## config.mk

```make
export PLATFORM = sky130hd
export DESIGN_NAME = simon_iter_core
export DESIGN_NICKNAME = d
export VERILOG_FILES = /design/src/rtl/simon_iter_core.sv
export SDC_FILE = /design/constraint.sdc
export NUM_CORES = 1
export LEC_CHECK = 0
export BUFFER_PORTS_ARGS = -buffer_cell sky130_fd_sc_hd__buf_2
export CAP_MARGIN = 5
export CORE_MARGIN = 1
export CORE_UTILIZATION = 57
export CTS_CLUSTER_SIZE = 12
export DETAILED_ROUTE_END_ITERATION = 7
export GPL_ROUTABILITY_DRIVEN = 0
export PLACE_DENSITY = 0.86
export SLEW_MARGIN = 30
export SYNTH_ARGS = -nofsm -noshare
export SYNTH_HDL_FRONTEND = slang
export SYNTH_SLANG_ARGS = --single-unit
```

## constraint.sdc

```tcl
create_clock -name clk -period 3.6 [get_ports clk]
set_input_delay 0.18 -clock clk [delete_from_list [all_inputs] [get_ports clk]]
set_output_delay 0.18 -clock clk [all_outputs]
set_load 0.005 [all_outputs]
```

## src/rtl/simon_iter_core.sv

```systemverilog
// simon_iter_core: iterative rotate/AND/XOR Feistel core, one round per clock.
// Encrypts or decrypts one (L,R) block per transaction with external round keys.
module simon_iter_core #(
   parameter int DATAW   = 10,
   parameter int ROUNDS  = 8,
   parameter int RIDXW   = 3,
   parameter int SHIFT_A = 1,
   parameter int SHIFT_B = 5
) (
   input  logic             clk,
   input  logic             rst_n,
   input  logic             in_valid,
   output logic             in_ready,
   input  logic             in_mode,
   input  logic [DATAW-1:0] in_l,
   input  logic [DATAW-1:0] in_r,
   output logic [RIDXW-1:0] rk_idx,
   input  logic [DATAW-1:0] rk,
   output logic             out_valid,
   input  logic             out_ready,
   output logic [DATAW-1:0] out_l,
   output logic [DATAW-1:0] out_r,
   output logic             busy
);

   localparam int SA = SHIFT_A % DATAW;
   localparam int SB = SHIFT_B % DATAW;
   localparam logic [RIDXW-1:0] LAST = RIDXW'(ROUNDS - 1);

   typedef enum logic [1:0] {IDLE, RUN, DONE} state_t;

   state_t           state_q, state_d;
   logic [DATAW-1:0] l_q, l_d;
   logic [DATAW-1:0] r_q, r_d;
   logic [RIDXW-1:0] cnt_q, cnt_d;
   logic             mode_q, mode_d;

   function automatic logic [DATAW-1:0] rotl(
      input logic [DATAW-1:0] x,
      input int               s
   );
      logic [2*DATAW-1:0] dbl;
      dbl = {x, x};
      return dbl[2*DATAW-1-s -: DATAW];
   endfunction

   function automatic logic [DATAW-1:0] round_f(input logic [DATAW-1:0] x);
      return rotl(x, SA) ^ (x & rotl(x, SB));
   endfunction

   always_ff @(posedge clk or negedge rst_n) begin
      if (!rst_n) begin
         state_q <= IDLE;
         l_q     <= '0;
         r_q     <= '0;
         cnt_q   <= '0;
         mode_q  <= 1'b0;
      end else begin
         state_q <= state_d;
         l_q     <= l_d;
         r_q     <= r_d;
         cnt_q   <= cnt_d;
         mode_q  <= mode_d;
      end
   end

   always_comb begin
      state_d   = state_q;
      l_d       = l_q;
      r_d       = r_q;
      cnt_d     = cnt_q;
      mode_d    = mode_q;
      in_ready  = 1'b0;
      out_valid = 1'b0;
      busy      = 1'b0;
      rk_idx    = '0;
      unique case (state_q)
         IDLE: begin
            // held low while reset is asserted, state already reads IDLE then
            in_ready = rst_n;
            if (in_valid) begin
               l_d     = in_l;
               r_d     = in_r;
               mode_d  = in_mode;
               cnt_d   = '0;
               state_d = RUN;
            end
         end
         RUN: begin
            busy   = 1'b1;
            rk_idx = mode_q ? (LAST - cnt_q) : cnt_q;
            if (mode_q) begin
               l_d = r_q;
               r_d = l_q ^ round_f(r_q) ^ rk;
            end else begin
               l_d = r_q ^ round_f(l_q) ^ rk;
               r_d = l_q;
            end
            cnt_d = cnt_q + 1'b1;
            if (cnt_q == LAST) begin
               cnt_d   = '0;
               state_d = DONE;
            end
         end
         DONE: begin
            out_valid = 1'b1;
            if (out_ready) state_d = IDLE;
         end
         default: state_d = IDLE;
      endcase
   end

   assign out_l = l_q;
   assign out_r = r_q;

endmodule

```

==> results of run 1 <==
## sequential cells by signal, summed over array words and instances, names as in the netlist
signal / count
out_r: 10
cnt_q: 3
out_l: 10
mode_q: 1
state_q: 2
## layer usage
| layer | up-vias | share of wire [%] |
|---|---|---|
| met5 | - | 0 |
| met4 | 0 | 2.2 |
| met3 | 12 | 3.4 |
| met2 | 49 | 48 |
| met1 | 899 | 46 |
| li1 | 941 | - |
## layout by cell type, fill, tap and decap left out
cell	instances
o21bai_2	1
inv_4	1
ha_1	2
nand2b_1	1
nor2b_1	1
and3_1	5
o211ai_1	20
a21boi_0	2
buf_4	3
a21oi_1	5
mux2_2	1
nor2_1	25
dfrtp_1	26
dlygate4sd3_1	1
and3b_1	2
buf_2	60
o31ai_1	1
a21boi_1	3
and2_0	2
inv_1	2
and2_1	19
nand2_1	42
mux2i_1	41
clkbuf_8	3
a22o_1	3
xnor2_1	23
and3b_2	3
## power breakdown
part	internal (W)	switching (W)	total, W
Clock	0.0000750	0.0000910	0.000166
Combinational	0.000806	0.000695	0.00150
Sequential	0.000450	0.000299	0.000749
Total	0.00133	0.00108	0.00242
## cell families after synthesis
group / after synthesis
buffers and inverters: 16
flip-flops: 26
adder cells (fa/ha/maj): 2
multiplexers: 42
AO/OA/AOI/OAI: 35
AND/OR/NAND/NOR: 100
XOR/XNOR: 23
## area by class of cell
class                      instances  area (um2)
multi-input combinational        202        1380
fill                             296         992
sequential                        26         651
timing repair buffer              64         333
tap                               46        57.6
clock buffer                       3        41.3
inverter                           3        13.8
## stage by stage
| step | util [%] | std cells | setup slack [ns] | hold WS [ns] |
|---|---|---|---|---|
| floorplan | - | 244 | 2.33 | -0.116 |
| global placement | 69.9 | 340 | 1.80 | 0.231 |
| detailed placement | 69.9 | 340 | 1.73 | 0.228 |
| CTS | 71.4 | 344 | 1.71 | 0.133 |
| global route | 71.4 | 344 | 1.56 | 0.142 |
| finish | 71.4 | 344 | 1.69 | 0.135 |
## critical path, delay by kind of cell, from the launching register on
family / cells / cell delay (ns)
simple gates: 2 / 0.57
buf+inv: 2 / 0.45
flops: 1 / 0.45
compound gates: 1 / 0.12
mux: 1 / 0.19
## worst paths after layout
check                            from    endpoint  slack, ns
hold / removal                in_mode      mode_q       0.14
setup / recovery           state_q[0]    out_l[6]       1.69
hold reg to reg            state_q[1]  state_q[0]       0.49
setup reg to reg           state_q[0]    out_l[6]       1.69
min in group asynchronous       rst_n    out_r[9]       0.45
max in group asynchronous       rst_n      mode_q       2.75
## what timing repair did
item | CTS | global route
setup endpoints to repair | 0 | 0
resized for setup | 0 | 0
endpoints found under the hold margin | 26 | 0
hold buffers | 1 | 0
buffers inserted | 0 | 0
==> impl_metrics.yaml, run 1 <==
status:
  status: "completed"
setup_path:
  crit_slowest_cell: "dfrtp_1"
  required_ns: 3.74
  start_kind: "flop"
  path_class: "reg -> reg"
  rr_worst_depth: 6
  crit_chain: "nand2b_1 > buf_4 > inv_4 > and2_1 > mux2i_1 > o211ai_1"
  crit_path_end_kind: "flop"
  cp_max_fo: 24
  cpPeakStageDelay_ns: 0.45
  critPathArrivalTime_ns: 2.05
sta:
  tightestPinTransition_ns: 0.759
  slew_viol_final: 0
  slew_headroom_pct: 49.4
  fin_crit_ns: 1.91
  fin_setup_tns_ns: 0
  fin_crit_sh_pct: 53.1
  rsz0062_at_grt: "no"
  finClkSkew_ns: 0.00128
  hold_viol_final: 0
  setup_violations: 0
  timing.fmax_ghz: 0.523
logic_synthesis:
  synthAdderAreaFrac_pct: 1.17
  synth_mux_area_share_pct: 19.7
  netlist.area_leader.share_pct: 30.5
  syn_area_per_cell_um2: 8.75
  synth_xor_area_share_pct: 9.43
  synth_top_area_cell: "dfrtp_1"
  synthMostInstantiatedCell: "nand2_1"
  synthTopCellsByArea: "dfrtp_1 30%, mux2i_1 19%, xnor2_1 9.4%"
  ys_types: 26
  ys.flop_type: "dfrtp_1"
  postSynth.asyncResetShare_pct: 100
  synth_cells: 244
  synth-seq-cells: 26
  synth-seq-area-share_pct: 30.5
  yosysWarnings: 0
  synth_area_um2: 2140
  synth_edf_count: 0
  synth_compound_area_share_pct: 12.1
  syn-num-nets: 281
  yosys.area_share.simple_pct: 22.2
  synthTopCellsByCount: "42 x nand2_1, 41 x mux2i_1, 26 x dfrtp_1"
  synth_top_family_by_area: "simple AND/OR/NAND/NOR gates"
global_route:
  antenna_found_initial: 0
  grtUsageMet1_pct: 32.4
  grt_pass1_vias: 1794
  grt_use_met3_pct: 2.90
  grt_max_degree: 44
  grt_overflow: 0
  grt_pass1_wl_mm: 8.06
  grtUsageTotal_pct: 25.0
  top_usage_layer: "met2"
  grtUsageMet2_pct: 42.3
clock_network:
  htreeDepth: 1
  cts_buffers: 3
  cts_buffer_depth: 2
  cts_root_buf: "clkbuf_8"
  clk_latency_ns: 0.27
  cts_num_sinks: 26
  clkSlewWorstSetupHoldPaths_ns: 0.09
  cts_tree: "done"
routing:
  drc_errors: 0
  wire_per_inst_um: 13.8
  avgViaCountPerCell: 5.53
  drtIter0Drc: 91
  drt-total-wl_mm: 4.74
  vias: 1901
  drt-pass1-iter-count: 4
  drtAntennaViolNets: 0
floorplan:
  start_util_pct: 61.6
  core_um2: 3470
  die-width_um: 63.2
  rows: 21
  io_pins: 61
  die_area_um2: 4000
  die_h_um: 63.2
finish:
  num_antenna_cells: 0
  area_growth_pct: 15.9
  nets: 337
  final_area_um2: 2480
  drive_gt1_share_pct: 24.2
power:
  vdd_drop_max_uv: 635
  p_leak_nw: 1.21
  power_density_nw_per_um2: 976
  p_total_w: 0.00242
min_path:
  holdPathStages: 2
  hold_path_class: "in -> reg"
run:
  cap_viol_max_count: 0
placement:
  postPlaceCellArea_um2: 2420
  dpl.hpwl_mm: 3.37
  io_buffer_count: 60
(Power assumes the default switching activity.)
==> inputs of run 2 (changes only) <==
--- a/config.mk
+++ b/config.mk
@@ -8,11 +8,11 @@
 export BUFFER_PORTS_ARGS = -buffer_cell sky130_fd_sc_hd__buf_2
 export CAP_MARGIN = 5
 export CORE_MARGIN = 1
-export CORE_UTILIZATION = 57
+export CORE_UTILIZATION = 53
 export CTS_CLUSTER_SIZE = 12
 export DETAILED_ROUTE_END_ITERATION = 7
 export GPL_ROUTABILITY_DRIVEN = 0
-export PLACE_DENSITY = 0.86
+export PLACE_DENSITY = 0.81
 export SLEW_MARGIN = 30
 export SYNTH_ARGS = -nofsm -noshare
 export SYNTH_HDL_FRONTEND = slang
==> constraint.sdc (replaced) <==
create_clock -name clk -period 1.9 [get_ports clk]
set_input_delay 0.095 -clock clk [delete_from_list [all_inputs] [get_ports clk]]
set_output_delay 0.095 -clock clk [all_outputs]
set_load 0.005 [all_outputs]
==> run 2 against run 1 <==
Critical path depth shrank 2. Sequential power is 87% higher. Maximum frequency grew 12%. Non-clock buffer count rose by 1. Combinational power increased by 91%. Final cell count up 0.87%. Sequential cell count is the same. Sequential share of layout area shrank 0.11 points. Hold slack lost 0.088 ns. Core utilization fell by 5.5 points. Critical path type unchanged. Largest cell class unchanged.
==> impl_metrics.yaml, run 2 (synthesized netlist as in run 1, its figures left out) <==
power:
  swShare_pct: 44.9
  p_leak_nw: 1.22
  vdd_drop_max_uv: 936
  power_density_nw_per_um2: 1840
  p_total_w: 0.00458
  seq_power_share_pct: 30.6
  p_comb_share_pct: 62.3
  clkPwrFrac_pct: 7.0
  switching_power_w: 0.00206
  internal-power_w: 0.00252
min_path:
  hold_start: "in_mode"
  hold_path_class: "in -> reg"
  holdPathEnd: "mode_q"
  holdPathStages: 2
sta:
  setup_violations: 0
  rsz0062_at_grt: "no"
  slew_viol_final: 0
  fin_setup_tns_ns: 0
  fin_crit_ns: 1.71
  hold_viol_final: 0
  slew_headroom_pct: 55.4
  finClkSkew_ns: 0.00406
  hold_ws_ns: 0.0472
  fin_crit_sh_pct: 90.1
  timing.fmax_ghz: 0.584
  tightestPinTransition_ns: 0.668
setup_path:
  rr_worst_depth: 4
  crit_path_end_kind: "flop"
  critPathArrivalTime_ns: 1.86
  rrSetupSlack_ns: 0.19
  path_class: "reg -> reg"
  reg2reg_to: "out_l[0]"
  crit_start: "mode_q"
  required_ns: 2.05
  r2r-start: "mode_q"
  cp_max_fo: 24
  start_kind: "flop"
routing:
  avgViaCountPerCell: 5.43
  drc_errors: 0
  drtIter0Drc: 132
  vias: 1883
  wire_per_inst_um: 14.0
  drt-pass1-iter-count: 4
  drt-total-wl_mm: 4.85
  drtAntennaViolNets: 0
placement:
  postPlaceCellArea_um2: 2430
  io_buffer_count: 60
  dpl.hpwl_mm: 3.41
finish:
  drive_gt1_share_pct: 24.4
  nets: 338
  num_antenna_cells: 0
  final_common_cell: "buf_2"
  final_cell_mix: "60 x buf_2, 42 x nand2_1, 41 x mux2i_1"
  final_area_um2: 2490
  num-fill-cells: 337
  register_area_um2: 651
  final_core_util_pct: 65.9
  multiInputGateArea_um2: 1380
  area_growth_pct: 16.4
global_route:
  grtUsageTotal_pct: 25.5
  grt_pass1_vias: 1796
  grt_max_degree: 44
  grt_pass1_wl_mm: 8.42
  grtUsageMet2_pct: 43.8
  antenna_found_initial: 0
  grt_overflow: 0
  grtUsageMet1_pct: 34.2
  top_usage_layer: "met2"
  grt_use_met3_pct: 2.60
clock_network:
  cts_resized: 0
  cts_num_sinks: 26
  cts_buffer_depth: 2
  htreeDepth: 1
  clkSlewWorstSetupHoldPaths_ns: 0.09
  cts_buffers: 3
  cts_root_buf: "clkbuf_8"
  clk_latency_ns: 0.28
  cts_tree: "done"
floorplan:
  core_um2: 3770
  rows: 22
  die_h_um: 65.5
  die-width_um: 65.5
  start_util_pct: 56.6
  io_pins: 61
  die_area_um2: 4290
status:
  status: "completed"
run:
  cap_viol_max_count: 0
[run 2: cell count changes in the layout (fill, tap and decap cells not counted)]
cell   before  now
buf_4       3    4
[run 2: power groups by stage]
stage	clock [W]	sequential [W]	combinational, W
2_1_floorplan	0	0.00126	0.00232
5_1_grt	0.000353	0.00149	0.00322
3_5_place_dp	0	0.00141	0.00286
4_1_cts	0.000329	0.00140	0.00289
3_3_place_gp	0	0.00138	0.00277
6_report	0.000323	0.00140	0.00286
[run 2: layout make-up]
type	instances	area share (%)
well taps	48	2.42
repair buffers	65	13.7
flip-flops and latches	26	26.2
multi-input cells	202	55.5
clock buffers	3	1.66
inverters	3	0.554
[run 2: how the worst max path moves through the flow]
stage / to / slack (ns)
final: out_l[0] / 0.19
after global routing: out_l[1] / 0.008
after CTS: out_l[8] / 0.17
after detailed placement: out_l[1] / 0.19
after global placement: out_l[9] / 0.29
after floorplan: out_l[6] / 0.63
[run 2: stage by stage]
stage / setup slack, ns / cells
3_5_place_dp: 0.188 / 343
3_3_place_gp: 0.291 / 343
4_1_cts: 0.167 / 347
2_1_floorplan: 0.628 / 244
5_1_grt: 0.00819 / 347
6_report: 0.188 / 347
[run 2: per-layer routing]
layer  part of all wire (%)  wire, um
met5                      0         0
met4                   0.99        48
met3                    4.4       211
met2                     48      2320
met1                     47      2270
[run 2: critical path: stages, from the launching register on]
cell,delay [ns]
dfrtp_1,0.78
and3b_2,0.29
mux2i_1,0.19
mux2i_1,0.21
o211ai_1,0.11
[run 2: what timing repair did]
action	CTS	global route
endpoints found under the hold margin	26	0
hold buffers	1	0
buffers inserted	0	0
